**src/rtl/fp_mul_arbiter.sv**
```systemverilog
// fp_mul_arbiter
//
// Shares one fully pipelined FP32 multiplier (fixed latency, no backpressure)
// between NUM_REQ requesters. Requests are granted round-robin, the winning
// operands are registered onto the multiplier port, and a tag pipeline of
// {valid, id} travels alongside the multiplier so each product is routed back
// to the requester that issued it.
//
// Ports:
//   clk_i, reset_i          clock, asynchronous active-high reset
//   enable_i                issue enable; low blocks new grants
//   req_valid_i             per-requester request valid
//   req_a_i, req_b_i        packed operands, requester i at [i*DATA_W +: DATA_W]
//   req_ready_o             grant, one-hot or zero
//   mul_valid_o/a_o/b_o     registered issue to the multiplier
//   mul_valid_i/product_i   multiplier result
//   rsp_valid_o             registered one-hot response strobe
//   rsp_product_o, rsp_id_o shared response product and requester ID
//   busy_o                  any operation issued or still in flight
//   err_o                   sticky tag/valid mismatch
module fp_mul_arbiter #(
  parameter int NUM_REQ     = 4,
  parameter int MUL_LATENCY = 3,
  parameter int DATA_W      = 32,
  parameter int ID_W        = $clog2(NUM_REQ)
) (
  input  logic                      clk_i,
  input  logic                      reset_i,
  input  logic                      enable_i,
  input  logic [NUM_REQ-1:0]        req_valid_i,
  input  logic [NUM_REQ*DATA_W-1:0] req_a_i,
  input  logic [NUM_REQ*DATA_W-1:0] req_b_i,
  output logic [NUM_REQ-1:0]        req_ready_o,
  output logic                      mul_valid_o,
  output logic [DATA_W-1:0]         mul_a_o,
  output logic [DATA_W-1:0]         mul_b_o,
  input  logic                      mul_valid_i,
  input  logic [DATA_W-1:0]         mul_product_i,
  output logic [NUM_REQ-1:0]        rsp_valid_o,
  output logic [DATA_W-1:0]         rsp_product_o,
  output logic [ID_W-1:0]           rsp_id_o,
  output logic                      busy_o,
  output logic                      err_o
);

  logic [ID_W-1:0]        ptr;
  logic [ID_W-1:0]        grant_id;
  logic                   grant_found;
  logic                   handshake;
  logic [ID_W-1:0]        issue_id;
  logic [MUL_LATENCY-1:0] tag_valid;
  logic [ID_W-1:0]        tag_id [MUL_LATENCY];
  logic                   tag_out_valid;
  logic [ID_W-1:0]        tag_out_id;
  logic [NUM_REQ-1:0]     rsp_onehot;

  // Round-robin search: walk the offsets from the highest down to zero so the
  // requester closest to the pointer (offset 0 first) is the last one written
  // and therefore wins.
  always_comb begin
    int idx;
    idx         = 0;
    grant_found = 1'b0;
    grant_id    = '0;
    for (int k = NUM_REQ - 1; k >= 0; k--) begin
      idx = int'(ptr) + k;
      if (idx >= NUM_REQ) idx = idx - NUM_REQ;
      if (req_valid_i[ID_W'(idx)]) begin
        grant_found = 1'b1;
        grant_id    = ID_W'(idx);
      end
    end
  end

  // Grant is only presented while issue is enabled.
  always_comb begin
    req_ready_o = '0;
    if (enable_i && grant_found) req_ready_o[grant_id] = 1'b1;
  end

  assign handshake = |(req_valid_i & req_ready_o);

  // Pointer moves just past the last requester served; holds otherwise.
  always_ff @(posedge clk_i or posedge reset_i) begin
    if (reset_i) begin
      ptr <= '0;
    end else if (handshake) begin
      ptr <= (grant_id == ID_W'(NUM_REQ - 1)) ? '0 : grant_id + 1'b1;
    end
  end

  // Issue stage: operands hold their last values between issues.
  always_ff @(posedge clk_i or posedge reset_i) begin
    if (reset_i) begin
      mul_valid_o <= 1'b0;
      mul_a_o     <= '0;
      mul_b_o     <= '0;
      issue_id    <= '0;
    end else begin
      mul_valid_o <= handshake;
      if (handshake) begin
        mul_a_o  <= req_a_i[int'(grant_id)*DATA_W +: DATA_W];
        mul_b_o  <= req_b_i[int'(grant_id)*DATA_W +: DATA_W];
        issue_id <= grant_id;
      end
    end
  end

  // Tag pipeline: the entry loaded while mul_valid_o is high reaches the last
  // stage in exactly the cycle the multiplier presents the matching product.
  always_ff @(posedge clk_i or posedge reset_i) begin
    if (reset_i) begin
      tag_valid <= '0;
      for (int s = 0; s < MUL_LATENCY; s++) tag_id[s] <= '0;
    end else begin
      tag_valid[0] <= mul_valid_o;
      tag_id[0]    <= issue_id;
      for (int s = 1; s < MUL_LATENCY; s++) begin
        tag_valid[s] <= tag_valid[s-1];
        tag_id[s]    <= tag_id[s-1];
      end
    end
  end

  assign tag_out_valid = tag_valid[MUL_LATENCY-1];
  assign tag_out_id    = tag_id[MUL_LATENCY-1];

  always_comb begin
    rsp_onehot             = '0;
    rsp_onehot[tag_out_id] = 1'b1;
  end

  // Response stage and sticky error. A mismatched cycle produces no response
  // because the response needs both the tag and the multiplier valid.
  always_ff @(posedge clk_i or posedge reset_i) begin
    if (reset_i) begin
      rsp_valid_o   <= '0;
      rsp_product_o <= '0;
      rsp_id_o      <= '0;
      err_o         <= 1'b0;
    end else begin
      rsp_valid_o <= '0;
      if (tag_out_valid && mul_valid_i) begin
        rsp_valid_o   <= rsp_onehot;
        rsp_product_o <= mul_product_i;
        rsp_id_o      <= tag_out_id;
      end
      if (tag_out_valid != mul_valid_i) err_o <= 1'b1;
    end
  end

  assign busy_o = mul_valid_o | (|tag_valid);

endmodule
```
**config.mk**
```make
export PLATFORM = sky130hd
export DESIGN_NAME = fp_mul_arbiter
export DESIGN_NICKNAME = d
export VERILOG_FILES = /design/src/rtl/fp_mul_arbiter.sv
export SDC_FILE = /design/constraint.sdc
export NUM_CORES = 1
export LEC_CHECK = 0
export ABC_CLOCK_PERIOD_IN_PS = 7300
export BUFFER_PORTS_ARGS = -buffer_cell sky130_fd_sc_hd__buf_2
export CORE_AREA = 2 2 155 157
export CTS_CLUSTER_DIAMETER = 100
export DETAILED_ROUTE_END_ITERATION = 10
export DIE_AREA = 0 0 157 159
export GPL_TIMING_DRIVEN = 1
export MAX_ROUTING_LAYER = met4
export SETUP_SLACK_MARGIN = 0.5
export SYNTH_ARGS = -nofsm -noshare
export SYNTH_HDL_FRONTEND = slang
export SYNTH_SLANG_ARGS = --single-unit
```
**constraint.sdc**
```tcl
create_clock -name clk_i -period 7.3 [get_ports clk_i]
set_input_delay 0.365 -clock clk_i [delete_from_list [all_inputs] [get_ports clk_i]]
set_output_delay 0.365 -clock clk_i [all_outputs]
set_load 0.005 [all_outputs]
```
==> results by group, run 1 <==
STA
  – Final setup fails: 0
  – RSZ-0062 raised after global routing: no
  – Least-Margin Pin Slew: 0.8982 ns
  – Max Slew Vio Count: 0
  – Min Tclk post-route: 3.799 ns
  – Final setup skew: 0.009819 ns
  – Tcrit/Tclk final: 52.05%
  – Max_slew headroom: 40.12%
  – Setup TNS: 0 ns
  – Fmax: 263.2 MHz
  – Hold Vio Cnt, Final: 0

Die
  – I/O Pins: 405
  – Die Y: 159 um
  – Core footprint: 0.02319 sq mm
  – Die X: 157 um
  – Die ar.: 0.02496 sq mm
  – Initial core utilization: 29.58%
  – Core Rows: 56

Setup path
  – Crit path launch type: register
  – Critical path arrival: 3.43 ns
  – Max FO, Critical Path: 66
  – Worst path cell trace: mux2i_1, nor2_4, buf_4, nor3_2, buf_4, buf_4, nor2b_1, buf_2
  – Critical Path Max Stage Delay: 0.65 ns
  – Crit end category: output pin
  – Crit-path most repeated cell: buf_4
  – CP max stage cell: buf_4
  – Worst Path Class, Setup: register to output pin
  – Critical Path RT: 6.93 ns

Clocking
  – Max H-tree Level: 4
  – Reg clk slew, reported paths: 0.06 ns
  – CTS tree: yes
  – Post-CTS Setup Bufs: 0
  – Post-CTS Hold Buffers: 0
  – Clock latency on the worst-skew pair: 0.42 ns
  – CTS Sinks: 117
  – CTS root buf: clkbuf_16
  – PostCTS Resize Cnt: 0
  – TritonCTS buffer count: 17
  – Longest Clk Path Bufs: 2

Drt
  – Final wirelength: 25,950 um
  – Antenna viol nets, final: 0
  – Initial DRC count: 531
  – Drt first pass iters: 5
  – Avg Vias per Cell: 5.231
  – Via count: 7,051
  – Routed wire per std cell: 19.25 um
  – DR DRC count: 0

Power and ir drop
  – Net Sw Power: 1297 uW
  – PD cells: 348.5 mW/mm^2
  – Sw frac: 38.38%
  – Int Power: 2082 uW
  – Pwr Total: 3379 uW
  – Leakage: 0.004824 uW
  – Peak supply drop: 0.0001680 V
  – Comb pwr share: 42.3%
  – Reg power frac: 31.7%
  – Clock network power share: 26.1%

GRT
  – GRT Util Overall: 20.82%
  – Global route overflow: 0
  – Global-route wire length before repair: 39,400 um
  – Largest net degree at the start of global routing: 70
  – Initial antenna violation count: 1
  – Vias in the first global route: 7,024

Placement
  – GPL Wtd Cong: 0.8514
  – IO Port Bufs: 404
  – Cells after DPL: 1,315
  – HPWL Detailed: 17,890 um

Synth
  – Synth top area cells: dfrtp_1 43%, mux2i_1 9.5%, a211o_1 8.2%, o221ai_1 8.2%, o31ai_1 7.0%
  – Mapped Nets: 958
  – Synth area leader: dfrtp_1
  – Syn Area/Cell: 10.39 sq um
  – Synth Instances: 660
  – Post-synth EDFFs: 0
  – Sequential fraction of the synthesis area: 42.68%
  – Area share of the largest cell type after synthesis: 42.68%
  – Number of synthesized register bits: 117
  – Async set-reset flop share out of synthesis: 100.0%
  – Mapped cell area: 0.006860 sq mm
  – Ys Warns: 0
  – Distinct cells, synth: 38
  – Top_reg_cell synth: dfrtp_1

Min path
  – Tightest Hold Check Type: primary input to asynchronous set/reset pin

Cells and area
  – Final non-filler cell total: 1,348
  – Final Net Count: 1,313
  – Layout cells sized above 1: 48.54%
  – Area Overhead vs Synth: 41.33%

Job
  – Total of max-cap violations: 0

Outcome
  – Status: complete, no violations
## state kept, by name, summed over array words and instances, names as in the netlist
signal	cells
mul_a_o	32
mul_b_o	32
rsp_product_o	32
rsp_valid_o	4
tag_id	4
tag_valid	3
issue_id	2
ptr	2
rsp_id_o	2
tag_out_id	2
err_o	1
mul_valid_o	1
## kinds of logic after synthesis
family,count (synthesis),synth area share [%]
flip-flops,117,42.68
AND/OR/NAND/NOR,83,7.496
multiplexers,100,15.23
buffers and inverters,152,9.010
adder cells (fa/ha/maj),2,0.3647
AO/OA/AOI/OAI,206,25.22
## metrics by stage
stage                     utilization, %  instance area [sq um]  hold WS (ns)  worst slack [ns]
after global placement             39.18                   9087        0.3322             3.504
after CTS                          41.79                   9693       0.04150             3.408
final                              41.81                   9696       0.02278             3.501
after floorplan                        -                   6860        0.3312             3.834
after global routing               41.81                   9696       0.06164             3.268
after detailed placement           39.18                   9087        0.3397             3.347
## layer usage
layer  track usage (%)  up-vias  part of all wire [%]
li1                  -     3306                     -
met1             26.06     3345                    42
met2             34.09      362                    49
met3             3.838       38                   7.4
met4             6.339        0                   2.0
met5                 -        -                     0
## power by group through the flow
stage	clock network, uW	registers [uW]	logic [uW]
after floorplan	0	1080	865
after global placement	0	1080	1420
after detailed placement	0	1080	1440
after CTS	905	1070	1440
after global routing	934	1100	1570
final	881	1070	1430
## final timing paths
check                               startpoint                       endpoint  slack, ns  cells past startpoint
min in group clk_i           mul_product_i[27]  rsp_product_o[27]$_DFFE_PP0P_       0.18                      2
max                         ptr[1]$_DFFE_PP0P_                 req_ready_o[2]       3.50                      8
min reg2reg                tag_id[5]$_DFF_PP0_            tag_id[3]$_DFF_PP0_       0.35                      0
min                                    reset_i   rsp_product_o[5]$_DFFE_PP0P_       0.02                      2
max in group asynchronous              reset_i        mul_a_o[24]$_DFFE_PP0P_       5.94                      3
max reg2reg                 ptr[1]$_DFFE_PP0P_             ptr[1]$_DFFE_PP0P_       3.50                      9
## cell type report
| cell class | count | area, sq um |
|---|---|---|
| Fill cell | 2274 | 13500 |
| Multi-Input combinational cell | 391 | 3368 |
| Sequential cell | 117 | 2928 |
| Timing Repair Buffer | 418 | 2127 |
| Clock buffer | 17 | 425.4 |
| Tap cell | 319 | 399.1 |
| Inverter | 70 | 265.3 |
| Clock inverter | 15 | 180.2 |
| Antenna cell | 1 | 2.502 |
## worst max-delay path: cells and delay by family (launching register included)
family                 cells  cell delay, ns
multiplexers               1            0.37
AND/OR/NAND/NOR            3            0.45
buffers and inverters      4            1.65
flip-flops                 1            0.48
## cell usage in the layout, fill, tap and decap left out, types with 3 or more instances in the layout
master	netlist	final
dfrtp_1	117	117
a211o_1	64	64
buf_4	1	14
buf_2	29	404
mux2_2	33	33
inv_8	0	3
mux2i_1	65	65
nand4_1	64	64
inv_1	69	68
clkbuf_16	0	17
o221ai_1	64	64
o31ai_1	64	64
inv_6	0	7
## synth_stat cells, drive strengths merged, types with 3 or more instances
master  count
nand4      64
buf        31
o21ai       4
o221ai     64
inv        70
clkbuf     51
mux2       35
a211o      64
o31ai      64
dfrtp     117
mux2i      65
a21oi       3
Power figures use the tool's default switching activity.
==> run 2, diff against run 1 <==
- ABC_CLOCK_PERIOD_IN_PS: 7300 -> 3100
- clock period: 7.3 -> 3.1 ns (I/O delays scaled with it)
==> results by group, run 2 (synthesized netlist as in run 1, its figures left out) <==
Outcome
  – Status: complete, no violations

STA
  – RSZ-0062 raised after global routing: yes
  – Least-Margin Pin Slew: 0.8532 ns (-0.04495 ns)
  – Final setup skew: 0.01280 ns (+0.002977 ns)
  – Min Tclk post-route: 2.482 ns
  – Hold slack: 0.03824 ns (+0.01546 ns)
  – Hold Vio Cnt, Final: 0 (unchanged)
  – Max_slew headroom: 43.12% (+3.0 points)
  – Max Slew Vio Count: 0 (unchanged)
  – Final setup fails: 0 (unchanged)
  – Tcrit/Tclk final: 80.06%
  – Setup TNS: 0 ns (unchanged)
  – Fmax: 402.9 MHz

Min path
  – Hold depth: 3
  – Tightest Hold Check Type: primary input to register

Clocking
  – Reg clk slew, reported paths: 0.06 ns (about the same)
  – CTS Sinks: 117 (unchanged)
  – TritonCTS buffer count: 17 (unchanged)
  – Max H-tree Level: 4 (unchanged)
  – Clock latency on the worst-skew pair: 0.42 ns (about the same)
  – Longest Clk Path Bufs: 2 (unchanged)
  – CTS tree: yes
  – CTS root buf: clkbuf_16

Power and ir drop
  – Int Power: 4900 uW (+140%)
  – PD cells: 796.7 mW/mm^2 (+130%)
  – Comb pwr share: 45.0% (+2.7 points)
  – Leakage: 0.005040 uW (+4.5%)
  – Peak supply drop: 0.0004811 V (+190%)
  – Pwr Total: 8137 uW (+140%)
  – Reg power frac: 30.8% (-0.9 points)
  – Net Sw Power: 3237 uW (+150%)
  – Sw frac: 39.78% (+1.4 points)
  – Clock network power share: 24.2% (-1.9 points)

Setup path
  – CP max stage cell: a2111oi_4
  – Buf/Inv on CP: 2 (-2)
  – Reg2reg start: ptr[0]$_DFFE_PP0P_
  – Worst path depth: 8 (unchanged)
  – Worst Setup EP: mul_b_o[11]$_DFFE_PP0P_
  – Worst setup startpoint: ptr[0]$_DFFE_PP0P_
  – Worst path cell trace: inv_1, o21a_1, o22a_2, ha_1, a2111oi_4, nand2b_4, buf_12, o221ai_1
  – R2R Path End: mul_b_o[11]$_DFFE_PP0P_
  – Critical Path RT: 3.37 ns (-3.56 ns)
  – Max FO, Critical Path: 33 (-50%)
  – Reg-to-reg slack, setup: 0.62 ns (-2.88 ns)
  – Critical Path Max Stage Delay: 0.47 ns (-0.18 ns)
  – Crit path launch type: register
  – Crit-path leading delay family: compound AO/OA/AOI/OAI gates
  – Crit end category: register
  – Worst Path Class, Setup: register to register
  – R2R cell count: 8 (-1)
  – Critical path arrival: 2.76 ns (-0.67 ns)

Cells and area
  – # fillers: 2,255 (-0.84%)
  – Sequential cell area: 0.002929 sq mm (about the same)
  – Most common cell after layout, fill and taps aside: buf_2
  – Area Overhead vs Synth: 48.88%
  – Most frequent cells in the layout: 404 x buf_2, 116 x dfrtp_1, 68 x inv_1
  – Layout cells sized above 1: 47.81% (-0.73 points)
  – Final Net Count: 1,358 (+3.4%)
  – Largest registers: mul_a_o: 32 flops, mul_b_o: 32 flops, rsp_product_o: 32 flops
  – Footprint of the multi-input gates: 0.003398 sq mm (+0.89%)

Drt
  – Via count: 7,302 (+3.6%)
  – Antenna viol nets, final: 0 (unchanged)
  – Initial DRC count: 503 (-5.3%)
  – Routed wire per std cell: 19.96 um (+3.7%)
  – Final wirelength: 27,830 um (+7.3%)
  – Drt first pass iters: 5 (unchanged)
  – Avg Vias per Cell: 5.238 (+0.14%)
  – DR DRC count: 0 (unchanged)

Placement
  – HPWL Detailed: 17,680 um (-1.2%)
  – GPL Wtd Cong: 0.8392 (-1.4%)
  – IO Port Bufs: 404 (unchanged)

Job
  – Total of max-cap violations: 0 (unchanged)

Die
  – Core footprint: 0.02319 sq mm (unchanged)
  – Die ar.: 0.02496 sq mm (unchanged)
  – Die Y: 159 um (unchanged)
  – Die X: 157 um (unchanged)
  – Core Rows: 56 (unchanged)
  – Initial core utilization: 29.58% (unchanged)
  – I/O Pins: 405 (unchanged)

GRT
  – Initial antenna violation count: 2 (+1)
  – Vias in the first global route: 7,424 (+5.7%)
  – Global route overflow: 0 (unchanged)
  – Largest net degree at the start of global routing: 118 (+69%)
  – GRT Util Overall: 21.75% (+0.94 points)
  – Global-route wire length before repair: 41,110 um (+4.3%)
-- run 2: worst min path at each step --
stage | startpoint | endpoint | slack [ns]
final | req_a_i[87] | mul_a_o[23]$_DFFE_PP0P_ | 0.04
after global routing | req_a_i[87] | mul_a_o[23]$_DFFE_PP0P_ | 0.04
after CTS | mul_product_i[10] | rsp_product_o[10]$_DFFE_PP0P_ | 0.008
after detailed placement | tag_id[5]$_DFF_PP0_ | tag_id[3]$_DFF_PP0_ | 0.34
after global placement | tag_id[3]$_DFF_PP0_ | tag_out_id[1]$_DFF_PP0_ | 0.34
after floorplan | mul_product_i[0] | rsp_product_o[0]$_DFFE_PP0P_ | 0.31
-- run 2: metal layers --
layer	track usage (%)	routed length, um	part of all wire [%]
met5	-	0	0
met4	7.506	613	2.2
met3	3.974	2034	7.3
met2	35.61	13650	49
met1	26.90	11530	41
-- run 2: area by class of cell --
| cell class | count | area share, % |
|---|---|---|
| well taps | 319 | 3.908 |
| clock buffers | 17 | 4.165 |
| repair buffers | 462 | 25.76 |
| diodes | 2 | 0.04900 |
| multi-input cells | 392 | 33.27 |
| clock inverters | 15 | 1.556 |
| flip-flops and latches | 117 | 28.68 |
| inverters | 70 | 2.609 |
-- run 2: repair_timing --
action / in CTS / in global routing
gates cloned: 2 / 1
hold buffers: 32 / 1
endpoints found under the setup margin: 67 / 43
resized for setup: 2 / 6
buffers inserted: 3 / 2
hold endpoints to repair: 148 / 1
pin swaps: 2 / 2
-- run 2: worst min-delay path: cells and delay by family --
| family | cells | cell delay (ns) |
|---|---|---|
| AOI/OAI and AO/OA | 1 | 0.13 |
| buffers and inverters | 1 | 0.07 |
| muxes | 1 | 0.05 |
-- run 2: per-stage QoR --
step                setup slack (ns)  instances  util [%]  area [sq um]
global placement              0.2917       1319     39.53          9169
global route                  0.4807       1394     44.04         10210
detailed placement            0.1880       1319     39.53          9169
finish                        0.6182       1394     44.04         10210
CTS                           0.5206       1388     43.75         10150
floorplan                     0.5410        660         -          6864
-- run 2: power by group through the flow --
stage	Clock [uW]	Combinational (uW)	Sequential (uW)
6_report	1970	3660	2510
3_3_place_gp	0	3450	2520
4_1_cts	2030	3610	2510
5_1_grt	2090	3980	2580
3_5_place_dp	0	3500	2530
2_1_floorplan	0	2040	2550
